$ cat src/rtl/hbus_arb_pkg.sv
// Shared types and default sizes for the hart-to-L3 bus arbiter.
package hbus_arb_pkg;

  // Default hart count and bus line width.
  localparam int unsigned HBUS_HARTS = 4;
  localparam int unsigned HMEM_LINE  = 128;
  localparam int unsigned ADDR_W     = 64;

  // Arbiter FSM encodings.
  typedef enum logic [1:0] {
    ST_IDLE = 2'd0,
    ST_BUSY = 2'd1,
    ST_RESP = 2'd2
  } state_e;

endpackage

$ cat src/rtl/hbus_arb_rr_pick.sv
// Round-robin picker: first requester at or after ptr_i (wrapping) wins.
// Ports: req_i request vector, ptr_i search start, gnt_o one-hot grant,
//        any_o high when any request is present.
module rr_pick #(
  parameter int unsigned N  = 4,
  parameter int unsigned IW = (N > 1) ? $clog2(N) : 1
) (
  input  logic [N-1:0]  req_i,
  input  logic [IW-1:0] ptr_i,
  output logic [N-1:0]  gnt_o,
  output logic          any_o
);

  logic [IW-1:0] idx;
  logic          found;

  // Walk N positions starting at the pointer; first hit is granted.
  always_comb begin
    gnt_o = '0;
    found = 1'b0;
    idx   = '0;
    for (int unsigned i = 0; i < N; i++) begin
      idx = IW'((32'(ptr_i) + i) % N);
      if (!found && req_i[idx]) begin
        gnt_o[idx] = 1'b1;
        found      = 1'b1;
      end
    end
    any_o = found;
  end

endmodule

$ cat src/rtl/hbus_arb.sv
// Arbitrates HARTS hart L2 ports onto a single L3 line bus.
// Each hart owns a one-entry write-through buffer; writes win over reads
// within a hart, harts are served round-robin, one L3 transaction at a time.
// Ports:
//   clk, rst_n               clock, async active-low reset
//   h_addr/h_rd/h_wr         per-hart address, read level, write pulse
//   h_data_out               per-hart write line (valid with h_wr)
//   h_data_in/h_dv           broadcast read line, per-hart read valid
//   inv/inv_addr             invalidate pulse to the other harts on a write
//   wb_ovf                   sticky per-hart write-buffer overflow
//   m_addr/m_rd/m_wr         L3 request
//   m_data_out/m_data_in     L3 write/read line
//   m_dv                     L3 completion
module hbus_arb
  import hbus_arb_pkg::*;
#(
  parameter int unsigned HARTS = HBUS_HARTS,
  parameter int unsigned LINE  = HMEM_LINE
) (
  input  logic                    clk,
  input  logic                    rst_n,
  input  logic [ADDR_W*HARTS-1:0] h_addr,
  input  logic [HARTS-1:0]        h_rd,
  input  logic [HARTS-1:0]        h_wr,
  input  logic [LINE*HARTS-1:0]   h_data_out,
  output logic [LINE-1:0]         h_data_in,
  output logic [HARTS-1:0]        h_dv,
  output logic [HARTS-1:0]        inv,
  output logic [ADDR_W-1:0]       inv_addr,
  output logic [HARTS-1:0]        wb_ovf,
  output logic [ADDR_W-1:0]       m_addr,
  output logic                    m_rd,
  output logic                    m_wr,
  output logic [LINE-1:0]         m_data_out,
  input  logic [LINE-1:0]         m_data_in,
  input  logic                    m_dv
);

  localparam int unsigned IW = (HARTS > 1) ? $clog2(HARTS) : 1;

  state_e            state_q, state_d;
  logic [IW-1:0]     ptr_q, ptr_d;
  logic [IW-1:0]     gnt_q, gnt_d;
  logic              wr_op_q, wr_op_d;

  logic [HARTS-1:0]  wb_v_q;
  logic [HARTS-1:0]  wb_ovf_q;
  logic [ADDR_W-1:0] wb_addr_q [HARTS];
  logic [LINE-1:0]   wb_line_q [HARTS];

  logic [LINE-1:0]   h_data_in_q, h_data_in_d;
  logic [HARTS-1:0]  h_dv_q, h_dv_d;
  logic [HARTS-1:0]  inv_q, inv_d;
  logic [ADDR_W-1:0] inv_addr_q, inv_addr_d;
  logic [ADDR_W-1:0] m_addr_q, m_addr_d;
  logic              m_rd_q, m_rd_d;
  logic              m_wr_q, m_wr_d;
  logic [LINE-1:0]   m_data_out_q, m_data_out_d;

  logic [ADDR_W-1:0] h_addr_a [HARTS];
  logic [HARTS-1:0]  req_c;
  logic [HARTS-1:0]  pick_gnt;
  logic              pick_any;
  logic [IW-1:0]     pick_idx;
  logic              wb_done_c;

  // Unpack per-hart addresses.
  always_comb begin
    for (int unsigned k = 0; k < HARTS; k++) begin
      h_addr_a[k] = h_addr[k*ADDR_W +: ADDR_W];
    end
  end

  assign req_c     = wb_v_q | h_rd;
  assign wb_done_c = (state_q == ST_BUSY) && wr_op_q && m_dv;

  rr_pick #(
    .N  (HARTS),
    .IW (IW)
  ) u_pick (
    .req_i (req_c),
    .ptr_i (ptr_q),
    .gnt_o (pick_gnt),
    .any_o (pick_any)
  );

  // One-hot grant to index.
  always_comb begin
    pick_idx = '0;
    for (int unsigned k = 0; k < HARTS; k++) begin
      if (pick_gnt[k]) pick_idx = IW'(k);
    end
  end

  // Next-state and registered-output logic.
  always_comb begin
    state_d      = state_q;
    ptr_d        = ptr_q;
    gnt_d        = gnt_q;
    wr_op_d      = wr_op_q;
    h_data_in_d  = h_data_in_q;
    h_dv_d       = '0;
    inv_d        = '0;
    inv_addr_d   = inv_addr_q;
    m_addr_d     = m_addr_q;
    m_rd_d       = m_rd_q;
    m_wr_d       = m_wr_q;
    m_data_out_d = m_data_out_q;
    unique case (state_q)
      ST_IDLE: begin
        if (pick_any) begin
          state_d = ST_BUSY;
          gnt_d   = pick_idx;
          ptr_d   = (pick_idx == IW'(HARTS - 1)) ? '0 : pick_idx + IW'(1);
          wr_op_d = wb_v_q[pick_idx];
          if (wb_v_q[pick_idx]) begin
            m_wr_d       = 1'b1;
            m_addr_d     = wb_addr_q[pick_idx];
            m_data_out_d = wb_line_q[pick_idx];
            inv_d        = ~pick_gnt;
            inv_addr_d   = wb_addr_q[pick_idx];
          end else begin
            m_rd_d   = 1'b1;
            m_addr_d = h_addr_a[pick_idx];
          end
        end
      end
      ST_BUSY: begin
        if (m_dv) begin
          m_rd_d = 1'b0;
          m_wr_d = 1'b0;
          if (wr_op_q) begin
            state_d = ST_IDLE;
          end else begin
            h_data_in_d = m_data_in;
            // A hart that dropped its read while waiting loses the line.
            if (h_rd[gnt_q]) begin
              state_d       = ST_RESP;
              h_dv_d[gnt_q] = 1'b1;
            end else begin
              state_d = ST_IDLE;
            end
          end
        end
      end
      ST_RESP: begin
        if (h_rd[gnt_q]) h_dv_d[gnt_q] = 1'b1;
        else             state_d       = ST_IDLE;
      end
      default: state_d = ST_IDLE;
    endcase
  end

  // FSM and output registers.
  always_ff @(posedge clk or negedge rst_n) begin
    if (!rst_n) begin
      state_q      <= ST_IDLE;
      ptr_q        <= '0;
      gnt_q        <= '0;
      wr_op_q      <= 1'b0;
      h_data_in_q  <= '0;
      h_dv_q       <= '0;
      inv_q        <= '0;
      inv_addr_q   <= '0;
      m_addr_q     <= '0;
      m_rd_q       <= 1'b0;
      m_wr_q       <= 1'b0;
      m_data_out_q <= '0;
    end else begin
      state_q      <= state_d;
      ptr_q        <= ptr_d;
      gnt_q        <= gnt_d;
      wr_op_q      <= wr_op_d;
      h_data_in_q  <= h_data_in_d;
      h_dv_q       <= h_dv_d;
      inv_q        <= inv_d;
      inv_addr_q   <= inv_addr_d;
      m_addr_q     <= m_addr_d;
      m_rd_q       <= m_rd_d;
      m_wr_q       <= m_wr_d;
      m_data_out_q <= m_data_out_d;
    end
  end

  // Write-buffer control: a new write always lands; it only counts as an
  // overflow if the old entry is not retiring in the same cycle.
  always_ff @(posedge clk or negedge rst_n) begin
    if (!rst_n) begin
      wb_v_q   <= '0;
      wb_ovf_q <= '0;
    end else begin
      for (int unsigned k = 0; k < HARTS; k++) begin
        if (h_wr[k]) begin
          wb_v_q[k] <= 1'b1;
          if (wb_v_q[k] && !(wb_done_c && (gnt_q == IW'(k)))) wb_ovf_q[k] <= 1'b1;
        end else if (wb_done_c && (gnt_q == IW'(k))) begin
          wb_v_q[k] <= 1'b0;
        end
      end
    end
  end

  // Write-buffer payload; qualified by wb_v_q so no reset needed.
  always_ff @(posedge clk) begin
    for (int unsigned k = 0; k < HARTS; k++) begin
      if (h_wr[k]) begin
        wb_addr_q[k] <= h_addr_a[k];
        wb_line_q[k] <= h_data_out[k*LINE +: LINE];
      end
    end
  end

  assign h_data_in  = h_data_in_q;
  assign h_dv       = h_dv_q;
  assign inv        = inv_q;
  assign inv_addr   = inv_addr_q;
  assign wb_ovf     = wb_ovf_q;
  assign m_addr     = m_addr_q;
  assign m_rd       = m_rd_q;
  assign m_wr       = m_wr_q;
  assign m_data_out = m_data_out_q;

endmodule
$ cat config.mk
export PLATFORM = sky130hd
export DESIGN_NAME = hbus_arb
export DESIGN_NICKNAME = d
export VERILOG_FILES = /design/src/rtl/hbus_arb_pkg.sv /design/src/rtl/hbus_arb_rr_pick.sv /design/src/rtl/hbus_arb.sv
export SDC_FILE = /design/constraint.sdc
export NUM_CORES = 1
export LEC_CHECK = 0
export ABC_AREA = 1
export CORE_AREA = 2 2 509 511
export DETAILED_ROUTE_END_ITERATION = 8
export DIE_AREA = 0 0 511 513
export PLACE_DENSITY = 0.41
export SLEW_MARGIN = 20
export SYNTH_ARGS = -nofsm -noshare
export SYNTH_HDL_FRONTEND = slang
export SYNTH_SLANG_ARGS = --single-unit
$ cat constraint.sdc
create_clock -name clk -period 3.69 [get_ports clk]
set_input_delay 0.9225 -clock clk [delete_from_list [all_inputs] [get_ports clk]]
set_output_delay 0.9225 -clock clk [all_outputs]
set_load 0.05 [all_outputs]
Word-level counts from Yosys, hierarchy flattened:

Memory sizes are Yosys's and may differ from the RTL's. A register that Yosys moved wholly into a read port is not among the register bits.
Index checks and enable logic that the tools add are counted.

* bits in registers: 281
* memory bits (writable): 768
* input bits: 907
* logic and storage cells: 172
* memories kept: 2

* add/subtract/negate cells: 4
* $lt $le $gt $ge: 12
* eq/ne operators: 11
* muxes and demuxes: 74
* bitwise gates (word level): 7
* reduce and logical (&&, ||, !) cells: 43

Memories
* wb_line_q: depth 4, bits a word 128, read ports 1, clocked after Yosys merged registers in 1, write ports 4, line hbus_arb.sv:49 `logic [LINE-1:0] wb_line_q [HARTS];`
* wb_addr_q: depth 4, bits a word 64, read ports 1, clocked after Yosys merged registers in 0, write ports 4, line hbus_arb.sv:48 `logic [ADDR_W-1:0] wb_addr_q [HARTS];`

Operator list (number)
* 64-bit two-way mux: 3
* 64-bit binary-select mux with 2-bit select: 1
* 4-bit two-way mux: 10
* 1-bit two-way mux: 37
* 1-bit logical AND: 18
* 2-bit by 3-bit < comparator with 1-bit output (second input constant): 6
* 2-bit two-way mux: 8
* 4-bit bitwise OR: 4
* 1-bit binary-select mux with 2-bit select: 6
* 1-bit demux with 2-bit select: 5
* 2-bit by 1-bit >= comparator with 1-bit output (second input constant): 5
* 2-bit != test (second input constant): 5
* 2-bit AND reduction: 5
* 2-bit nonzero test: 5
* 3-bit AND reduction: 3
* 2-bit equality test (second input constant): 4
* 1-bit logical NOT: 8
* 4-bit case mux with 2 select lines: 1
* 4-bit AND reduction: 2
* 2-bit case mux with 3 select lines: 1
* 2-bit by 1-bit adder with 2-bit output (second input constant): 2
* 2-bit adder (second input constant): 2
* 2-bit by 1-bit equality test with 1-bit output (second input constant): 2
* 2-bit logical NOT: 2
* 5 further kinds: 6

Logic depth before layout (Yosys ltp):

Gate-level depths: netlist (run 1).

* depth in word-level cells: 21
* gate-level depth with buffers: 21

Hierarchy:

A second synthesis (run 1) with hierarchy kept.

* cells, all modules: 4306
* area total of the unflattened synthesis: 47471.8 µm²

Modules (own cells, without submodules)
* hbus_arb: instances 1, cells an instance 4230, area an instance 47052.6 µm², seq. area each 33296.9 µm²
* rr_pick: instances 1, cells an instance 76, area an instance 419.2 µm², seq. area each 0.0 µm²

Worst setup path before layout (run 1):

No wires, ideal clock.

* path type: in2reg
* start: input h_rd[1]
* end: register m_data_out_q[0] (netlist: m_data_out[0]), read port of wb_line_q
* setup time: 118 ps
* data arrival time: 2739 ps
* data required time: 3572 ps
* path slack: 833 ps
* stages: 19
* cell sequence: nor2_1 -> nand2_1 -> nand3_1 -> nand2_2 -> nor2_4 -> nand3_2 -> nor2_1 -> nor2_2 -> buf_4 -> nor2_1 -> nor2_1 -> nand2_1 -> nand2_4 -> nand2_4 -> inv_2 -> buf_4 -> buf_4 -> nand2_1 -> nand2_1

* longest elaborated chain between the ends: 19
* elaborated cells on any way between the ends: 32

RTL lines
* start: declaration: line hbus_arb.sv:23 `input logic [HARTS-1:0] h_rd,`
* 4-bit bitwise OR *: line hbus_arb.sv:74 `assign req_c = wb_v_q | h_rd;`
* 1-bit binary-select mux with 2-bit select: line hbus_arb_rr_pick.sv:24 `if (!found && req_i[idx]) begin`
* 1-bit two-way mux (not written as such): line hbus_arb_rr_pick.sv:24
* 1-bit two-way mux: line hbus_arb_rr_pick.sv:24
* 1-bit logical NOT: line hbus_arb_rr_pick.sv:24
* 1-bit logical AND: line hbus_arb_rr_pick.sv:24
* 1-bit two-way mux: line hbus_arb_rr_pick.sv:24
* 1-bit logical NOT: line hbus_arb_rr_pick.sv:24
* (+2 left out)
* 1-bit logical NOT: line hbus_arb_rr_pick.sv:24
* 1-bit logical AND: line hbus_arb_rr_pick.sv:24
* 4-bit two-way mux: line hbus_arb_rr_pick.sv:24
* 1-bit two-way mux: line hbus_arb.sv:91 `if (pick_gnt[k]) pick_idx = IW'(k);`
* 2-bit two-way mux (2 in a row): line hbus_arb.sv:91
* 1-bit binary-select mux with 2-bit select: line hbus_arb.sv:116 `if (wb_v_q[pick_idx]) begin`
* 1-bit two-way mux (not written as such): line hbus_arb.sv:116
* 3-bit AND reduction (no source line)
* end: declaration: line hbus_arb.sv:58 `logic [LINE-1:0] m_data_out_q, m_data_out_d;`

Every way passes the cells marked *; elsewhere a longest branch is shown, timed or not. The select of a mux whose other input is x is not followed.
A chain may end at the register's enable or synchronous reset.

Worst setup path after layout (run 1):

* start: register ptr_q[1]
* end: register m_data_out_q[111] (netlist: m_data_out[111]), read port of wb_line_q

* longest elaborated chain between the ends: 18
* elaborated cells on any way between the ends: 54

RTL lines
* start: declaration: line hbus_arb.sv:42 `logic [IW-1:0] ptr_q, ptr_d;`
* start signal: assignment: line hbus_arb.sv:171 `ptr_q <= ptr_d;`
* parallel branches: the longest is 18 deep, another holds 2-bit by 3-bit < comparator with 1-bit output

Several ways; the timed one is not identified. The select of a mux whose other input is x is not followed.

==> summary.md, run 1 <==
| Metric | Value |
|---|---|
| VDD IR-drop max | 431 uV |
| Largest net degree at the start of global routing | between 60 and 70 |
| Initial antenna violation count | 99 |
| Hold Slack | 0.130 ns |
| Util after Layout | 28.3% |
| Register bit total from synthesis | 1177 |
| RSZ-0062 raised after global routing | no |
| Final nets | around 6700 |
| Clk_skew | between 0.03 and 0.04 ns |
| Hold bufs inserted after CTS | 0 |
| Sequential standard cell area | 33300 um^2 |
| Fin cells | approximately 9300 |
| Synthesized cell area | ~48000 um^2 |
| Post-synth top flop | edfxtp_1 |
| Ys async rst share | a little over a third |
| Maximum clock insertion buffer count | 3 |
| Fin crit share | 91.6% |
| Post CTS Setup Buffer Count | 0 |
| Die area | 262000 um^2 |
| Core area | 256000 um^2 |
| Total nets after synthesis | 5089 |
| Sequential share of the synthesized area | 70.0% |
| Buffers on Ports | between 1000 and 1500 |
| Total grt overflow | 0 |
| PD cells | a little over 1000 nW/um^2 |
| Routability Congestion | 0.866 |
| Via Count | 38600 |
| Vias in the first global route | 39800 |
| Status | finished clean |
| Rel. slew slack | 31.5% |
| H-tree lvl count | 4 |
| Share of cells above drive strength 1 | 12.8% |
| Initial Util | approximately 19% |
| DRT antenna net count | 0 |
| Largest area contributor in the netlist | edfxtp_1 |
| Yosys cell types | 35 |
| CTS tree | built |
| Pint | 39500 uW |
| Crit path capture type | flip-flop |
| Launching element type of the critical path | flip-flop |
| Number of flops mapped to enable cells by yosys | between 700 and 800 |
| Top post-synthesis cells by area | edfxtp_1 49%, dfrtp_1 22%, nand2_1 7.0% |
| Area Growth Syn to Fin | 52.6% |
| # IOs | 1305 |
| Hold Crit Class | primary input to async pin |
| Max frequency | 296 MHz |
| DR DRC count | 0 |
| Net Sw Power | 34000 uW |
| Area occupied by multi-input gates | between 10000 and 15000 um^2 |
| Via-to-Cell Ratio | 4.15 |
| Switching share of power | 46.3% |
| Least-Margin Pin Slew | just over 1 ns |
| First-pass detailed-route iteration total | 7 |
| Syn. warnings | 0 |
| CP max FO | 15 |
| Yosys top cell area share | 48.5% |
| Final-report hold violation count | 0 |
| Clock power share | 19.4% |
| WL final | 245 mm |
| Synth cell count leaders | 891 x nand2_1, 768 x edfxtp_1, 409 x dfrtp_1 |
| Die Y | 513 um |
| Lkg Pwr | slightly below 0.03 uW |
| Max-slew violation count | 0 |
| Wire length of the first global-routing pass | 333 mm |
| CP arrival | ~4.1 ns |
| Setup Viol. Count Final | 0 |
| Clk root buf | clkbuf_16 |
| CTS Buf Count | 144 |
| GRT Total Usage | about 18% |
| Post-Place Cells | 8974 |
| Comb power frac | 54.6% |
| Worst-path clk slew | 0.06 ns |
| Fin crit period | 3.38 ns |
| Die W | a little over 500 um |
| Avg Inst Size Synth | 11.4 um^2 |
| Worst Path Required | 4.37 ns |
| Reg2reg path depth | 19 |
| Most common cell in the netlist | nand2_1 |
| Part of the power in registers | 26.0% |
| Syn Inst Count | 4171 |
| Initial DRC Count | 3155 |
| FILL cells | 26500 |
| Routed len/inst | around 26 um |
| Row cnt | approximately 190 |
| Max_cap viols | 0 |
| Detail Placement HPWL | 190 mm |
| Worst Setup Path Type | flip-flop to flip-flop |
| Post-CTS sizing | 0 |
| Clk sinks | around 1200 |
| Clock latency on the worst-skew pair | approximately 0.78 ns |
final timing paths:
kind	start	end	slack [ns]
worst max-delay path	ptr_q[1]	m_data_out[111]	0.31
worst min-delay path	rst_n	m_data_out[80]	0.13
worst max register to register	ptr_q[1]	m_data_out[111]	0.31
worst min register to register	wb_ovf[1]	wb_ovf[1]	0.47
max in group asynchronous	rst_n	gnt_q[1]	2.48
min in group clk	wb_ovf[1]	wb_ovf[1]	0.47
stage by stage:
stage	total power (uW)	worst slack, ns	cell area, um^2	setup TNS [ns]
after global routing	77700	0.144	72500	0
after global placement	60100	-0.320	67700	-10.73
final	73500	0.311	72600	0
after floorplan	40000	0.833	47500	0
after CTS	74600	0.295	72400	0
after detailed placement	60000	-0.338	67700	-16.02
cells by family (layout without fill, tap and decap cells):
logic type | count (synthesis) | count (layout) | synth area share (%)
other cells | 0 | 46 | 0
fa+ha+maj | 11 | 11 | 0.289
compound gates | 913 | 913 | 10.4
buf+inv | 535 | 2223 | 4.59
flops | 1177 | 1177 | 70.0
mux | 128 | 128 | 3.03
simple gates | 1407 | 1407 | 11.7
sequential cells by signal, indices dropped and copies added, names as in the netlist, 4 cells and up:
register / flops
h_data_in: 128
h_dv: 4
inv: 4
inv_addr: 64
m_addr: 64
m_data_out: 128
wb_addr_q: 256
wb_line_q: 512
wb_ovf: 4
wb_v_q: 4
cells in the final DEF, fill, tap and decap left out, types with 6 or more instances in the layout:
cell,n
o21ai_0,291
nand3_1,140
clkinv_1,26
clkdlybuf4s50_1,1290
clkbuf_8,16
nor2_1,343
dfrtp_1,409
o21bai_1,64
clkbuf_1,36
buf_12,88
bufinv_16,6
nand4_1,6
nand2_1,891
mux2_2,128
a21oi_1,382
clkinv_2,21
o21ai_1,98
o211ai_1,67
diode_2,46
buf_4,288
clkbuf_16,148
edfxtp_1,768
ha_1,10
inv_1,276
routing by layer:
layer | vias up | GRT usage [%] | share of wire (%)
met5 | - | 0 | 0.15
met4 | 56 | 6.43 | 3.6
met3 | 372 | 4.57 | 6.7
met2 | 1604 | 32.0 | 50
met1 | 19000 | 21.0 | 39
li1 | 17500 | - | -
worst max-delay path, cell delays in order (launching register included):
cell      delay [ns]
dfrtp_1         0.38
inv_1           0.21
ha_1            0.34
inv_1           0.09
nand3_1         0.10
nand2_2         0.14
nor2_4          0.06
nand3b_1        0.15
nand2_1         0.12
nor2_4          0.20
nand2_8         0.10
nand2_8         0.09
inv_8           0.06
buf_12          0.15
buf_4           0.21
o21ai_0         0.39
buf_4           0.19
o21ai_1         0.10
nand2_1         0.09
nand2_1         0.05
area by class of cell:
type	instances	share of cell area, %
Antenna cell	46	0.159
Tap cell	3384	5.84
Inverter	283	1.48
Timing Repair Buffer	1671	23.3
Clock buffer	200	5.59
Sequential cell	1177	45.9
Clock inverter	69	0.942
Multi-Input combinational cell	2459	16.8
power by group through the flow:
stage          Combinational [uW]  Sequential [uW]  Clock (uW)
6_report                    40100            19100       14300
4_1_cts                     40800            19100       14700
3_3_place_gp                40700            19300           0
3_5_place_dp                40700            19400           0
5_1_grt                     43100            19400       15200
2_1_floorplan               13900            26200           0
Note: power is estimated with default switching activity, not from simulation.
==> run 2, diff against run 1 <==
--- a/config.mk
+++ b/config.mk
@@ -7,6 +7,7 @@
 export LEC_CHECK = 0
 export ABC_AREA = 1
 export CORE_AREA = 2 2 509 511
+export CTS_CLUSTER_SIZE = 25
 export DETAILED_ROUTE_END_ITERATION = 8
 export DIE_AREA = 0 0 511 513
 export PLACE_DENSITY = 0.41
==> summary.md, run 2 (synthesis gave the netlist of run 1 again) <==
| Metric | Value |
|---|---|
| Status | finished clean (unchanged) |
| Most flops, register | wb_line_q (unchanged) |
| Hold bufs inserted after CTS | 0 (unchanged) |
| Fin crit share | 91.3% (was 91.6%) |
| Fin cells | 9282 (was 9289) |
| Largest regs | wb_line_q: 512 flops, wb_addr_q: 256 flops (unchanged) |
| Pre-CTS setup slack | -0.338 ns (unchanged) |
| Detail Placement HPWL | 190 mm (unchanged) |
| Initial DRC Count | 3386 (was 3155) |
| Final-report hold violation count | 0 (unchanged) |
| Commonest non-fill, non-tap cell in the layout | clkdlybuf4s50_1 (unchanged) |
| Wire length of the first global-routing pass | 333 mm (about the same) |
| Max reg flops | 512 (unchanged) |
| Share of cells above drive strength 1 | 12.7% (was 12.8%) |
| Setup Viol. Count Final | 0 (unchanged) |
| Hold Slack | 0.128 ns (was 0.130 ns) |
| Clock latency on the worst-skew pair | 0.79 ns (was 0.78 ns) |
| Worst path top cell family by delay | simple AND/OR/NAND/NOR gates (unchanged) |
| Fin crit period | 3.37 ns (was 3.38 ns) |
| Clk_skew | 0.0350 ns (was 0.0339 ns) |
| Crit-path most repeated cell | nand2_1 (unchanged) |
| FILL cells | 26500 (about the same) |
| Max_cap viols | 0 (unchanged) |
| Crit path buffers/inverters | 6 (unchanged) |
| Rel. slew slack | 31.7% (was 31.5%) |
| Worst Path Required | 4.37 ns (about the same) |
| Crit path capture type | flip-flop (unchanged) |
| VDD IR-drop max | 426 uV (was 431 uV) |
| Buffers on Ports | 1304 (unchanged) |
| Via Count | 38600 (about the same) |
| Area occupied by multi-input gates | 12200 um^2 (unchanged) |
| CTS tree | built (unchanged) |
| Hold Crit Class | primary input to async pin (unchanged) |
| Max frequency | 297 MHz (was 296 MHz) |
| Clk root buf | clkbuf_16 (unchanged) |
| DR DRC count | 0 (unchanged) |
| Largest net degree at the start of global routing | 65 (unchanged) |
| Most frequent cells in the layout | 1290 x clkdlybuf4s50_1, 891 x nand2_1, 768 x edfxtp_1 (unchanged) |
| Worst-path clk slew | 0.06 ns (about the same) |
| Worst Setup Path Type | flip-flop to flip-flop (unchanged) |
| Worst path max stage delay | 0.38 ns (was 0.39 ns) |
| Routed len/inst | 26.3 um (about the same) |
| Sequential standard cell area | 33300 um^2 (unchanged) |
| Die area | 262000 um^2 (unchanged) |
| WL final | 244 mm (was 245 mm) |
| Initial antenna violation count | 100 (was 99) |
| Area Growth Syn to Fin | 52.4% (was 52.6%) |
| DRT antenna net count | 0 (unchanged) |
| Core area | 256000 um^2 (unchanged) |
| Max-slew violation count | 0 (unchanged) |
| Least-Margin Pin Slew | 1.02 ns (was 1.03 ns) |
| Routability Congestion | 0.866 (unchanged) |
| Cells along the critical path | inv_1 > ha_1 > inv_1 > nand3_1 > nand2_2 > nor2_4 > nand3b_1 > nand2_1 > nor2_4 > nand2_8 > nand2_8 > inv_8 > buf_12 > buf_4 > o21ai_0 > buf_4 > o21ai_1 > nand2_1 > nand2_1 (unchanged) |
| Via-to-Cell Ratio | 4.16 (was 4.15) |
| Maximum clock insertion buffer count | 3 (unchanged) |
| CP arrival | 4.05 ns (was 4.06 ns) |
| GRT Total Usage | 18.1% (about the same) |
| Post-Place Cells | 8974 (unchanged) |
| PD cells | 1010 nW/um^2 (about the same) |
| Setup WS post-layout | 0.320 ns (was 0.311 ns) |
| Row cnt | 186 (unchanged) |
| First-pass detailed-route iteration total | 5 (was 7) |
| Total chip power | 73300 uW (was 73500 uW) |
| CTS Buf Count | 144 (unchanged) |
| Die Y | 513 um (unchanged) |
| Slowest cell on the critical path | dfrtp_1 (was o21ai_0) |
| Initial Util | 18.6% (unchanged) |
| Total grt overflow | 0 (unchanged) |
| Vias in the first global route | 39800 (about the same) |
| # IOs | 1305 (unchanged) |
| Launching element type of the critical path | flip-flop (unchanged) |
| Post-CTS sizing | 0 (unchanged) |
| H-tree lvl count | 4 (unchanged) |
| Lkg Pwr | 0.0290 uW (about the same) |
| CP max FO | 15 (unchanged) |
| Final nets | 6654 (unchanged) |
| Die W | 511 um (unchanged) |
| Clk sinks | 1177 (unchanged) |
| RSZ-0062 raised after global routing | no (unchanged) |
| Post CTS Setup Buffer Count | 0 (unchanged) |
-- run 2: where the power goes --
group,internal (uW),switching [uW],total [uW]
logic,14000,26100,40100
registers,17300,1790,19100
clock network,8020,6080,14100
-- run 2: layer usage --
| metal | GRT usage [%] | wire (um) |
|---|---|---|
| met5 | 0 | 402 |
| met4 | 6.09 | 8320 |
| met3 | 4.56 | 16200 |
| met2 | 32.2 | 124000 |
| met1 | 21.0 | 95900 |
-- run 2: cell type report --
class / count / share of cell area [%]
Antenna cell: 43 / 0.148
Multi-Input combinational cell: 2459 / 16.8
Tap cell: 3384 / 5.84
Clock inverter: 66 / 0.856
Inverter: 283 / 1.49
Sequential cell: 1177 / 45.9
Clock buffer: 199 / 5.58
Timing Repair Buffer: 1671 / 23.3
-- run 2: path summary, 6_finish.rpt --
check	startpoint	end	slack [ns]	depth (start not counted)
max in group asynchronous	rst_n	h_data_in[89]	2.48	3
worst max register to register	ptr_q[1]	m_data_out[111]	0.32	19
worst min-delay path	rst_n	m_data_out[80]	0.13	1
min in group clk	wb_ovf[1]	wb_ovf[1]	0.47	1
worst max-delay path	ptr_q[1]	m_data_out[111]	0.32	19
worst min register to register	wb_ovf[1]	wb_ovf[1]	0.47	1
-- run 2: per-stage QoR --
| stage | util, % | area (um^2) | TNS, ns |
|---|---|---|---|
| after detailed placement | 26.4 | 67700 | -16.02 |
| after floorplan | - | 47500 | 0 |
| final | 28.3 | 72500 | 0 |
| after global placement | 26.4 | 67700 | -10.73 |
| after CTS | 28.2 | 72400 | 0 |
| after global routing | 28.3 | 72400 | 0 |
